**src/rtl/mult_arb_pkg.sv**
```systemverilog
// Shared types and constants for the round-robin multiplier arbiter.
package mult_arb_pkg;

  localparam int unsigned DEF_NREQ    = 4;
  localparam int unsigned DEF_W       = 32;
  localparam int unsigned DEF_TIMEOUT = 15;

  typedef enum logic [1:0] {
    IDLE  = 2'd0,
    ISSUE = 2'd1,
    WAIT  = 2'd2,
    RESP  = 2'd3
  } state_e;

  // Width of a requester index; never below one bit.
  function automatic int unsigned idx_w(input int unsigned n);
    return (n > 1) ? $clog2(n) : 1;
  endfunction

endpackage

```
**src/rtl/mult_arbiter_if.sv**
```systemverilog
// Requester and multiplier bus of mult_arbiter; slave = arbiter side, master = clients/multiplier side.
interface mult_arbiter_if
  import mult_arb_pkg::*;
#(
  parameter int unsigned NREQ = DEF_NREQ,
  parameter int unsigned W    = DEF_W
);

  logic [NREQ-1:0]   req_valid;
  logic [NREQ*W-1:0] req_op0;
  logic [NREQ*W-1:0] req_op1;
  logic [NREQ-1:0]   req_ready;
  logic [NREQ-1:0]   rsp_valid;
  logic [W-1:0]      rsp_res;
  logic              rsp_err;
  logic              mul_oprdy;
  logic [W-1:0]      mul_op0;
  logic [W-1:0]      mul_op1;
  logic              mul_resrdy;
  logic [W-1:0]      mul_res;
  logic              busy;

  modport slave (
    input  req_valid, req_op0, req_op1, mul_resrdy, mul_res,
    output req_ready, rsp_valid, rsp_res, rsp_err, mul_oprdy, mul_op0, mul_op1, busy
  );

  modport master (
    output req_valid, req_op0, req_op1, mul_resrdy, mul_res,
    input  req_ready, rsp_valid, rsp_res, rsp_err, mul_oprdy, mul_op0, mul_op1, busy
  );

endinterface

```
**src/rtl/mult_arbiter_rr_pick.sv**
```systemverilog
// Combinational round-robin picker: first set request after ptr_i, wrapping modulo NREQ.
module mult_arbiter_rr_pick
  import mult_arb_pkg::*;
#(
  parameter  int unsigned NREQ = DEF_NREQ,
  localparam int unsigned IW   = idx_w(NREQ)
) (
  input  logic [NREQ-1:0] req_i,
  input  logic [IW-1:0]   ptr_i,
  output logic [NREQ-1:0] gnt_o,
  output logic [IW-1:0]   idx_o,
  output logic            any_o
);

  logic [IW-1:0] cand;

  // Walk ptr+1 .. ptr+NREQ so the last winner has lowest priority.
  always_comb begin
    gnt_o = '0;
    idx_o = '0;
    any_o = 1'b0;
    cand  = '0;
    for (int unsigned k = 1; k <= NREQ; k++) begin
      cand = IW'((32'(ptr_i) + k) % NREQ);
      if (!any_o && req_i[cand]) begin
        any_o       = 1'b1;
        idx_o       = cand;
        gnt_o[cand] = 1'b1;
      end
    end
  end

endmodule

```
**src/rtl/mult_arbiter.sv**
```systemverilog
// Round-robin sequencer sharing one multicycle multiplier among NREQ requesters.
// Optional WAIT abort enabled by defining MULT_ARB_TIMEOUT_EN.
module mult_arbiter
  import mult_arb_pkg::*;
#(
  parameter int unsigned NREQ    = DEF_NREQ,
  parameter int unsigned W       = DEF_W,
  parameter int unsigned TIMEOUT = DEF_TIMEOUT
) (
  input  logic           clk,
  input  logic           rst,
  mult_arbiter_if.slave  bus
);

  localparam int unsigned IW = idx_w(NREQ);

  if (NREQ < 2 || NREQ > 8 || TIMEOUT < 1) begin : g_bad_param
    $error("mult_arbiter: NREQ must be 2..8 and TIMEOUT at least 1");
  end

  state_e          state_q, state_d;
  logic [IW-1:0]   ptr_q, ptr_d;
  logic [IW-1:0]   owner_q, owner_d;
  logic [W-1:0]    op0_q, op0_d;
  logic [W-1:0]    op1_q, op1_d;
  logic [W-1:0]    res_q, res_d;
  logic            err_q, err_d;
  logic            tmo;

  logic [NREQ-1:0] pick_gnt;
  logic [IW-1:0]   pick_idx;
  logic            pick_any;
  logic [W-1:0]    sel_op0, sel_op1;
  logic [NREQ-1:0] owner_oh;

  mult_arbiter_rr_pick #(.NREQ(NREQ)) u_pick (
    .req_i (bus.req_valid),
    .ptr_i (ptr_q),
    .gnt_o (pick_gnt),
    .idx_o (pick_idx),
    .any_o (pick_any)
  );

  // Operand pair of the current winner.
  always_comb begin
    sel_op0 = '0;
    sel_op1 = '0;
    for (int unsigned i = 0; i < NREQ; i++) begin
      if (pick_idx == IW'(i)) begin
        sel_op0 = bus.req_op0[i*W +: W];
        sel_op1 = bus.req_op1[i*W +: W];
      end
    end
  end

`ifdef MULT_ARB_TIMEOUT_EN
  localparam int unsigned CW = $clog2(TIMEOUT + 1);

  logic [CW-1:0] cnt_q, cnt_d;

  // Counts completed WAIT cycles; cleared whenever the FSM is elsewhere.
  always_comb begin
    cnt_d = '0;
    if (state_q == WAIT) cnt_d = cnt_q + CW'(1);
  end

  always_ff @(posedge clk or posedge rst) begin
    if (rst) cnt_q <= '0;
    else     cnt_q <= cnt_d;
  end

  assign tmo = (state_q == WAIT) && (cnt_q == CW'(TIMEOUT - 1));
`else
  assign tmo = 1'b0;
`endif

  always_ff @(posedge clk or posedge rst) begin
    if (rst) state_q <= IDLE;
    else     state_q <= state_d;
  end

  always_ff @(posedge clk or posedge rst) begin
    if (rst) begin
      ptr_q   <= IW'(NREQ - 1);
      owner_q <= '0;
      op0_q   <= '0;
      op1_q   <= '0;
      res_q   <= '0;
      err_q   <= 1'b0;
    end else begin
      ptr_q   <= ptr_d;
      owner_q <= owner_d;
      op0_q   <= op0_d;
      op1_q   <= op1_d;
      res_q   <= res_d;
      err_q   <= err_d;
    end
  end

  // Next state and datapath captures.
  always_comb begin
    state_d = state_q;
    ptr_d   = ptr_q;
    owner_d = owner_q;
    op0_d   = op0_q;
    op1_d   = op1_q;
    res_d   = res_q;
    err_d   = err_q;
    unique case (state_q)
      IDLE: begin
        if (pick_any) begin
          state_d = ISSUE;
          ptr_d   = pick_idx;
          owner_d = pick_idx;
          op0_d   = sel_op0;
          op1_d   = sel_op1;
        end
      end
      ISSUE: state_d = WAIT;
      WAIT: begin
        if (bus.mul_resrdy) begin
          res_d   = bus.mul_res;
          err_d   = 1'b0;
          state_d = RESP;
        end else if (tmo) begin
          res_d   = '0;
          err_d   = 1'b1;
          state_d = RESP;
        end
      end
      RESP:    state_d = IDLE;
      default: state_d = IDLE;
    endcase
  end

  // Moore outputs from the state registers; req_ready is the only Mealy term.
  always_comb begin
    owner_oh          = '0;
    owner_oh[owner_q] = 1'b1;
    bus.req_ready     = '0;
    bus.rsp_valid     = '0;
    bus.rsp_err       = 1'b0;
    bus.mul_oprdy     = 1'b0;
    bus.busy          = 1'b1;
    bus.mul_op0       = op0_q;
    bus.mul_op1       = op1_q;
    bus.rsp_res       = res_q;
    unique case (state_q)
      IDLE: begin
        bus.req_ready = pick_gnt;
        bus.busy      = 1'b0;
      end
      ISSUE: bus.mul_oprdy = 1'b1;
      WAIT:  bus.busy      = 1'b1;
      RESP: begin
        bus.rsp_valid = owner_oh;
        bus.rsp_err   = err_q;
      end
      default: bus.busy = 1'b0;
    endcase
  end

endmodule
```
**src/flat_wrapper.sv**
```systemverilog
// flat-port wrapper written by rule: the top's interface ports become plain ports
module mult_arbiter_flat import mult_arb_pkg::*;
#(
  parameter int unsigned NREQ    = DEF_NREQ,
  parameter int unsigned W       = DEF_W,
  parameter int unsigned TIMEOUT = DEF_TIMEOUT
)
  (clk, rst, bus_req_valid, bus_req_op0, bus_req_op1, bus_mul_resrdy, bus_mul_res, bus_req_ready, bus_rsp_valid, bus_rsp_res, bus_rsp_err, bus_mul_oprdy, bus_mul_op0, bus_mul_op1, bus_busy);
  mult_arbiter_if #(.NREQ(NREQ), .W(W)) bus_i ();
  input  logic clk;
  input  logic rst;
  input wire logic [$bits(bus_i.req_valid)-1:0] bus_req_valid;
  input wire logic [$bits(bus_i.req_op0)-1:0] bus_req_op0;
  input wire logic [$bits(bus_i.req_op1)-1:0] bus_req_op1;
  input wire logic [$bits(bus_i.mul_resrdy)-1:0] bus_mul_resrdy;
  input wire logic [$bits(bus_i.mul_res)-1:0] bus_mul_res;
  output wire logic [$bits(bus_i.req_ready)-1:0] bus_req_ready;
  output wire logic [$bits(bus_i.rsp_valid)-1:0] bus_rsp_valid;
  output wire logic [$bits(bus_i.rsp_res)-1:0] bus_rsp_res;
  output wire logic [$bits(bus_i.rsp_err)-1:0] bus_rsp_err;
  output wire logic [$bits(bus_i.mul_oprdy)-1:0] bus_mul_oprdy;
  output wire logic [$bits(bus_i.mul_op0)-1:0] bus_mul_op0;
  output wire logic [$bits(bus_i.mul_op1)-1:0] bus_mul_op1;
  output wire logic [$bits(bus_i.busy)-1:0] bus_busy;
  assign bus_i.req_valid = bus_req_valid;
  assign bus_i.req_op0 = bus_req_op0;
  assign bus_i.req_op1 = bus_req_op1;
  assign bus_i.mul_resrdy = bus_mul_resrdy;
  assign bus_i.mul_res = bus_mul_res;
  assign bus_req_ready = bus_i.req_ready;
  assign bus_rsp_valid = bus_i.rsp_valid;
  assign bus_rsp_res = bus_i.rsp_res;
  assign bus_rsp_err = bus_i.rsp_err;
  assign bus_mul_oprdy = bus_i.mul_oprdy;
  assign bus_mul_op0 = bus_i.mul_op0;
  assign bus_mul_op1 = bus_i.mul_op1;
  assign bus_busy = bus_i.busy;
  mult_arbiter #(.NREQ(NREQ), .W(W), .TIMEOUT(TIMEOUT)) u_core (.clk(clk), .rst(rst), .bus(bus_i));
endmodule
```
**config.mk**
```make
export PLATFORM = sky130hd
export DESIGN_NAME = mult_arbiter_flat
export DESIGN_NICKNAME = d
export VERILOG_FILES = /design/src/rtl/mult_arb_pkg.sv /design/src/rtl/mult_arbiter_if.sv /design/src/rtl/mult_arbiter_rr_pick.sv /design/src/rtl/mult_arbiter.sv /design/src/flat_wrapper.sv
export SDC_FILE = /design/constraint.sdc
export NUM_CORES = 1
export LEC_CHECK = 0
export BUFFER_PORTS_ARGS = -buffer_cell sky130_fd_sc_hd__buf_2
export CAP_MARGIN = 20
export CORE_AREA = 2 2 156 158
export DETAILED_ROUTE_END_ITERATION = 7
export DIE_AREA = 0 0 158 160
export GPL_TIMING_DRIVEN = 1
export SETUP_SLACK_MARGIN = 0.2
export SLEW_MARGIN = 30
export SYNTH_ARGS = -nofsm -noshare
export SYNTH_HDL_FRONTEND = slang
export SYNTH_HIERARCHICAL = 1
export SYNTH_SLANG_ARGS = --single-unit
```
**constraint.sdc**
```tcl
create_clock -name clk -period 6.22 [get_ports clk]
set_input_delay 1.244 -clock clk [delete_from_list [all_inputs] [get_ports clk]]
set_output_delay 1.244 -clock clk [all_outputs]
set_load 0.01 [all_outputs]
```
After elaboration in Yosys (flattened, before gate mapping)
Cells that the tools add are included.

Register bits after elaboration: 102. Word-level logic and storage cells: 92.

Equal/unequal tests: 8. Muxes and demuxes: 45. Bitwise gates (word level): 3. Order comparisons: 10. Reduce and logical (&&, ||, !) cells: 16. Add/sub/neg operators: 4.

Operators by type and width (count): 2-to-1 mux 32 bit (8); 2-to-1 mux 4 bit (6); less-than comparator 2 x 3 -> 1 bit (second input constant) (5); 2-to-1 mux 1 bit (15); 2-to-1 mux 2 bit (6); bitwise OR 4 bit (3); demux 1 bit (select 2 bit) (5); >= comparator 2 x 1 -> 1 bit (second input constant) (5); binary-select mux 1 bit (select 2 bit) (4); == test 2 bit (second input constant) (4); logical AND 1 bit (8); case mux 2 bit (4 select lines) (1); AND reduction 2 bit (3); adder 2 x 1 -> 2 bit (second input constant) (2); adder 2 bit (second input constant) (2); == test 2 x 1 -> 1 bit (second input constant) (2); logical NOT 2 bit (2); logical NOT 1 bit (3); inequality test 2 x 1 -> 1 bit (second input constant) (1); inequality test 2 bit (second input constant) (1).

Logic depth before layout (Yosys ltp)
Word-level depth: 18. Depth in mapped cells: 13.

Hierarchy
Netlist, hierarchy kept.

Modules (own cells, without submodules): mult_arbiter (cells each 468, area an instance 5894.4 um2, times used 1); mult_arbiter_rr_pick (cells each 68, area an instance 525.5 um2, times used 1).

Worst setup path after synthesis
Ideal clock, no wire load.

Kind: input to output. Start point: in bus_req_valid[0]. End point: out bus_req_ready[0]. Required time: 4976 ps. Stages: 6. Arrival: 2469 ps. Path slack: 2507 ps. Path through: buf_6 > mux4_2 > nand2_1 > o21ai_1 > a221o_1 > and2_1.

Cells in the longest elaborated chain, start to end: 13. Elaborated cells between the ends (all ways): 25. Classes of those cells: mux: 16; bitwise: 3; reduce/logical: 6.

Ends and longest elaborated chain: start: declaration (line flat_wrapper.sv:12) `input wire logic [$bits(bus_i.req_valid)-1:0] bus_req_valid;`; binary-select mux 1 bit (select 2 bit) (line mult_arbiter_rr_pick.sv:25) `if (!any_o && req_i[cand]) begin`; 2-to-1 mux 1 bit (not written as such) (line mult_arbiter_rr_pick.sv:25); 2-to-1 mux 1 bit (line mult_arbiter_rr_pick.sv:25); logical NOT 1 bit (line mult_arbiter_rr_pick.sv:25); logical AND 1 bit (line mult_arbiter_rr_pick.sv:25); 2-to-1 mux 1 bit (line mult_arbiter_rr_pick.sv:25); logical NOT 1 bit (line mult_arbiter_rr_pick.sv:25); logical AND 1 bit (line mult_arbiter_rr_pick.sv:25); 2-to-1 mux 1 bit (line mult_arbiter_rr_pick.sv:25); logical NOT 1 bit (line mult_arbiter_rr_pick.sv:25); logical AND 1 bit (line mult_arbiter_rr_pick.sv:25); 2-to-1 mux 4 bit * (line mult_arbiter_rr_pick.sv:25); named net u_core.pick_gnt[0] (line mult_arbiter.sv:30) `logic [NREQ-1:0] pick_gnt;`; 2-to-1 mux 4 bit * (line mult_arbiter.sv:148) `unique case (state_q)`; end: declaration (line flat_wrapper.sv:17) `output wire logic [$bits(bus_i.req_ready)-1:0] bus_req_ready;`.

The timed path passes the listed nets; every way through them passes the cells marked *. The select of a mux whose other input is x is not followed.

Final worst setup path
Start point: reg u_core.ptr_q[0]. End point: out bus_req_ready[1].

Cells in the longest elaborated chain, start to end: 14. Elaborated cells between the ends (all ways): 49. Classes of those cells: add/sub: 4; order compare: 8; mux: 24; bitwise: 3; reduce/logical: 10.

Ends and longest elaborated chain: start: declaration (line mult_arbiter.sv:22) `logic [IW-1:0] ptr_q, ptr_d;`; start signal: assignment (line mult_arbiter.sv:84) `ptr_q <= IW'(NREQ - 1);`; start signal: assignment (line mult_arbiter.sv:91) `ptr_q <= ptr_d;`; parallel branches: the longest is 12 deep, another holds less-than comparator 2 x 3 -> 1 bit; 2-to-1 mux 4 bit * (line mult_arbiter_rr_pick.sv:25); named net u_core.pick_gnt[1] (line mult_arbiter.sv:30); 2-to-1 mux 4 bit * (line mult_arbiter.sv:148).

Mark *: on every way through the listed nets, which the timed path passes. The select of a mux whose other input is x is not followed.

==> run summary <==
status = complete, no violations
# IOs = 402
PortBufs = 400
Max Cap Viol = 0
most frequent cells in the layout = 400 x buf_2, 130 x mux2i_1, 100 x dfrtp_1
Synth warnings = 6
unrepaired setup endpoints after global routing = no
CTS tree = done
Vias = 5741
layout cells sized above 1 = 0.582
root buffer cell = clkbuf_16
Final Non-Filler Cells = 1241
critical path cell sequence = inv_2 > ha_1 > mux2i_4 > o21ai_1 > a221o_1 > and2_1 > buf_2
Final period util = 0.662
hold slack = 0.481 ns
core footprint = 23800 um^2
post-CTS sizing = 0
die area = 25300 um^2
commonest non-fill, non-tap cell in the layout = buf_2
power per cell area = 538 nW/um^2
vias per cell = 4.63
main combinational cell family by area after synthesis = multiplexers
worst slew pin tran = 0.909 ns
Synth Area in Adders = 0.0253
routed len/inst = 17.4 um
H-tree level count = 3
Post-synth ARST share = 1.00
Die Wd = 158 um
# fillers = 2401
critical path class = register to output pin
setup TNS = 0 ns
nets@finish = 1219
critical path peak fanout = 17
initial drt markers = 248
Slowest-stage cell, CP = dfstp_2
Reg clk slew, reported paths = 0.07 ns
gpl congestion = 0.781
first-pass GRT wire length = 31800 um
DRC = 0
leakage = 4.64 nW
Clock Skews = 0.0129 ns
largest net degree at the start of global routing = 69
Mapped Cells = 536
post-CTS setup buffer count = 0
Crit path arrival time = 2.88 ns
max-slew violations = 0
CP bufs+invs = 2
CTS sink count = 102
post-synthesis mux area share = 0.268
simple-gate share of the synthesized area = 0.0725
PnR Total Power = 4.80 mW
Routed Antenna Nets = 0
number of buffers created by CTS = 9
xor and xnor area share after synthesis = 0
vias in the first global route = 5903
initial antenna violation count = 3
worst vdd ir = 0.000312 V
Chip Height = 160 um
crit end category = output pin
syn avg cell area = 12.0 um^2
Post-synth EDFFs = 0
max_slew headroom = 0.394
sequential element share of the synthesized area = 0.398
mapped cell area = 6420 um^2
synthesized flop and latch total = 102
syn nets = 844
CTS max path bufs = 2
Worst Hold Class = register to register
Cell variety after synth = 47
DR pass1 iterations = 5
DP HPWL = 16000 um
Worst path top cell family by delay = flip-flops
max frequency = 243 MHz
total track usage = 0.162
Initial Util = 0.270
final WL = 21600 um
GRT Residual Overflow = 0
Compound-Gate Fraction of Synth Area = 0.179
Crit path required time = 4.98 ns
crit path launch type = register
Area growth, synth to finish = 39.1%
post-layout min period = 4.12 ns
Synth Flop Type = dfrtp_1
# setup viols final = 0
setup ws final = 2.10 ns
Core Rows = 57
Hold Fails Final Rpt = 0
hold buffers post-CTS = 0
DP Cell Count = 1224
Place WS = 2.03 ns
CP peak stage delay = 0.76 ns
worst-skew pair later-pin latency = 0.35 ns
-- per-stage QoR --
step / area (um^2) / utilization
6_report: 8930 / 0.375
5_1_grt: 8930 / 0.375
4_1_cts: 8920 / 0.374
3_5_place_dp: 8600 / 0.361
3_3_place_gp: 8600 / 0.361
2_1_floorplan: 6420 / -
-- registers in the layout, indices dropped and copies added, names as in the netlist --
signal,cells
u_core/bus.mul_op0,32
u_core/state_q,2
u_core/bus.mul_op1,32
u_core/bus.rsp_res,32
u_core/owner_q,2
u_core/ptr_q,2
-- layout make-up --
class / instances / area, um^2 / area share
tap: 324 / 405 / 0.0454
sequential: 102 / 2550 / 0.286
clock buffer: 10 / 239 / 0.0268
clock inverter: 6 / 76.3 / 0.00855
inverter: 9 / 36.3 / 0.00406
multi-input combinational: 380 / 3520 / 0.394
antenna: 1 / 2.50 / 0.000280
timing repair buffer: 409 / 2090 / 0.235
-- worst min-delay path, cell delays in order (launching register included) --
cell,delay (ns)
dfrtp_1,0.34
nand2_1,0.06
o221ai_2,0.05
-- final timing paths --
kind | slack (ns) | startpoint | endpoint | cells past startpoint
setup / recovery | 2.10 | u_core/ptr_q[0] | bus_req_ready[1] | 7
hold / removal | 0.48 | u_core/bus.mul_op0[16] | u_core/bus.mul_op0[16] | 2
setup reg to reg | 2.62 | u_core/ptr_q[0] | u_core/bus.mul_op0[28] | 8
hold reg to reg | 0.48 | u_core/bus.mul_op0[16] | u_core/bus.mul_op0[16] | 2
max in group asynchronous | 4.06 | rst | u_core/bus.mul_op0[4] | 3
min in group asynchronous | 1.03 | rst | u_core/bus.rsp_res[23] | 2
-- cell families (layout without fill, tap and decap cells) --
| logic type | after synthesis | count (layout) |
|---|---|---|
| DFF | 102 | 102 |
| muxes | 165 | 165 |
| AOI/OAI and AO/OA | 90 | 90 |
| and+or+nand+nor | 111 | 111 |
| adders and majority gates | 13 | 13 |
| buffers and inverters | 54 | 434 |
| other | 1 | 2 |
-- report_power, final --
group | internal, mW | leakage [nW] | switching [mW]
clock | 0.330 | 0.155 | 0.280
combinational | 1.34 | 3.24 | 1.63
sequential | 1.01 | 1.24 | 0.212
-- routing by layer --
metal / global-route usage / up-vias / share of wire
li1: - / 2746 / -
met1: 0.192 / 2687 / 0.41
met2: 0.282 / 280 / 0.49
met3: 0.0505 / 24 / 0.090
met4: 0.0405 / 4 / 0.012
met5: 0 / - / 0.0012
-- Yosys cell counts, types with 5 or more instances --
cell type	instances	area (um^2)
mux2i_1	130	1300
dfrtp_1	100	2500
nand2_1	86	323
o221ai_2	60	901
mux2_2	33	372
buf_4	21	158
ha_1	13	163
buf_6	10	113
buf_2	8	40.0
inv_1	8	30.0
nor2_1	6	22.5
clkbuf_1	5	18.8
o21ai_1	5	25.0
Note: power is estimated with default switching activity, not from simulation.
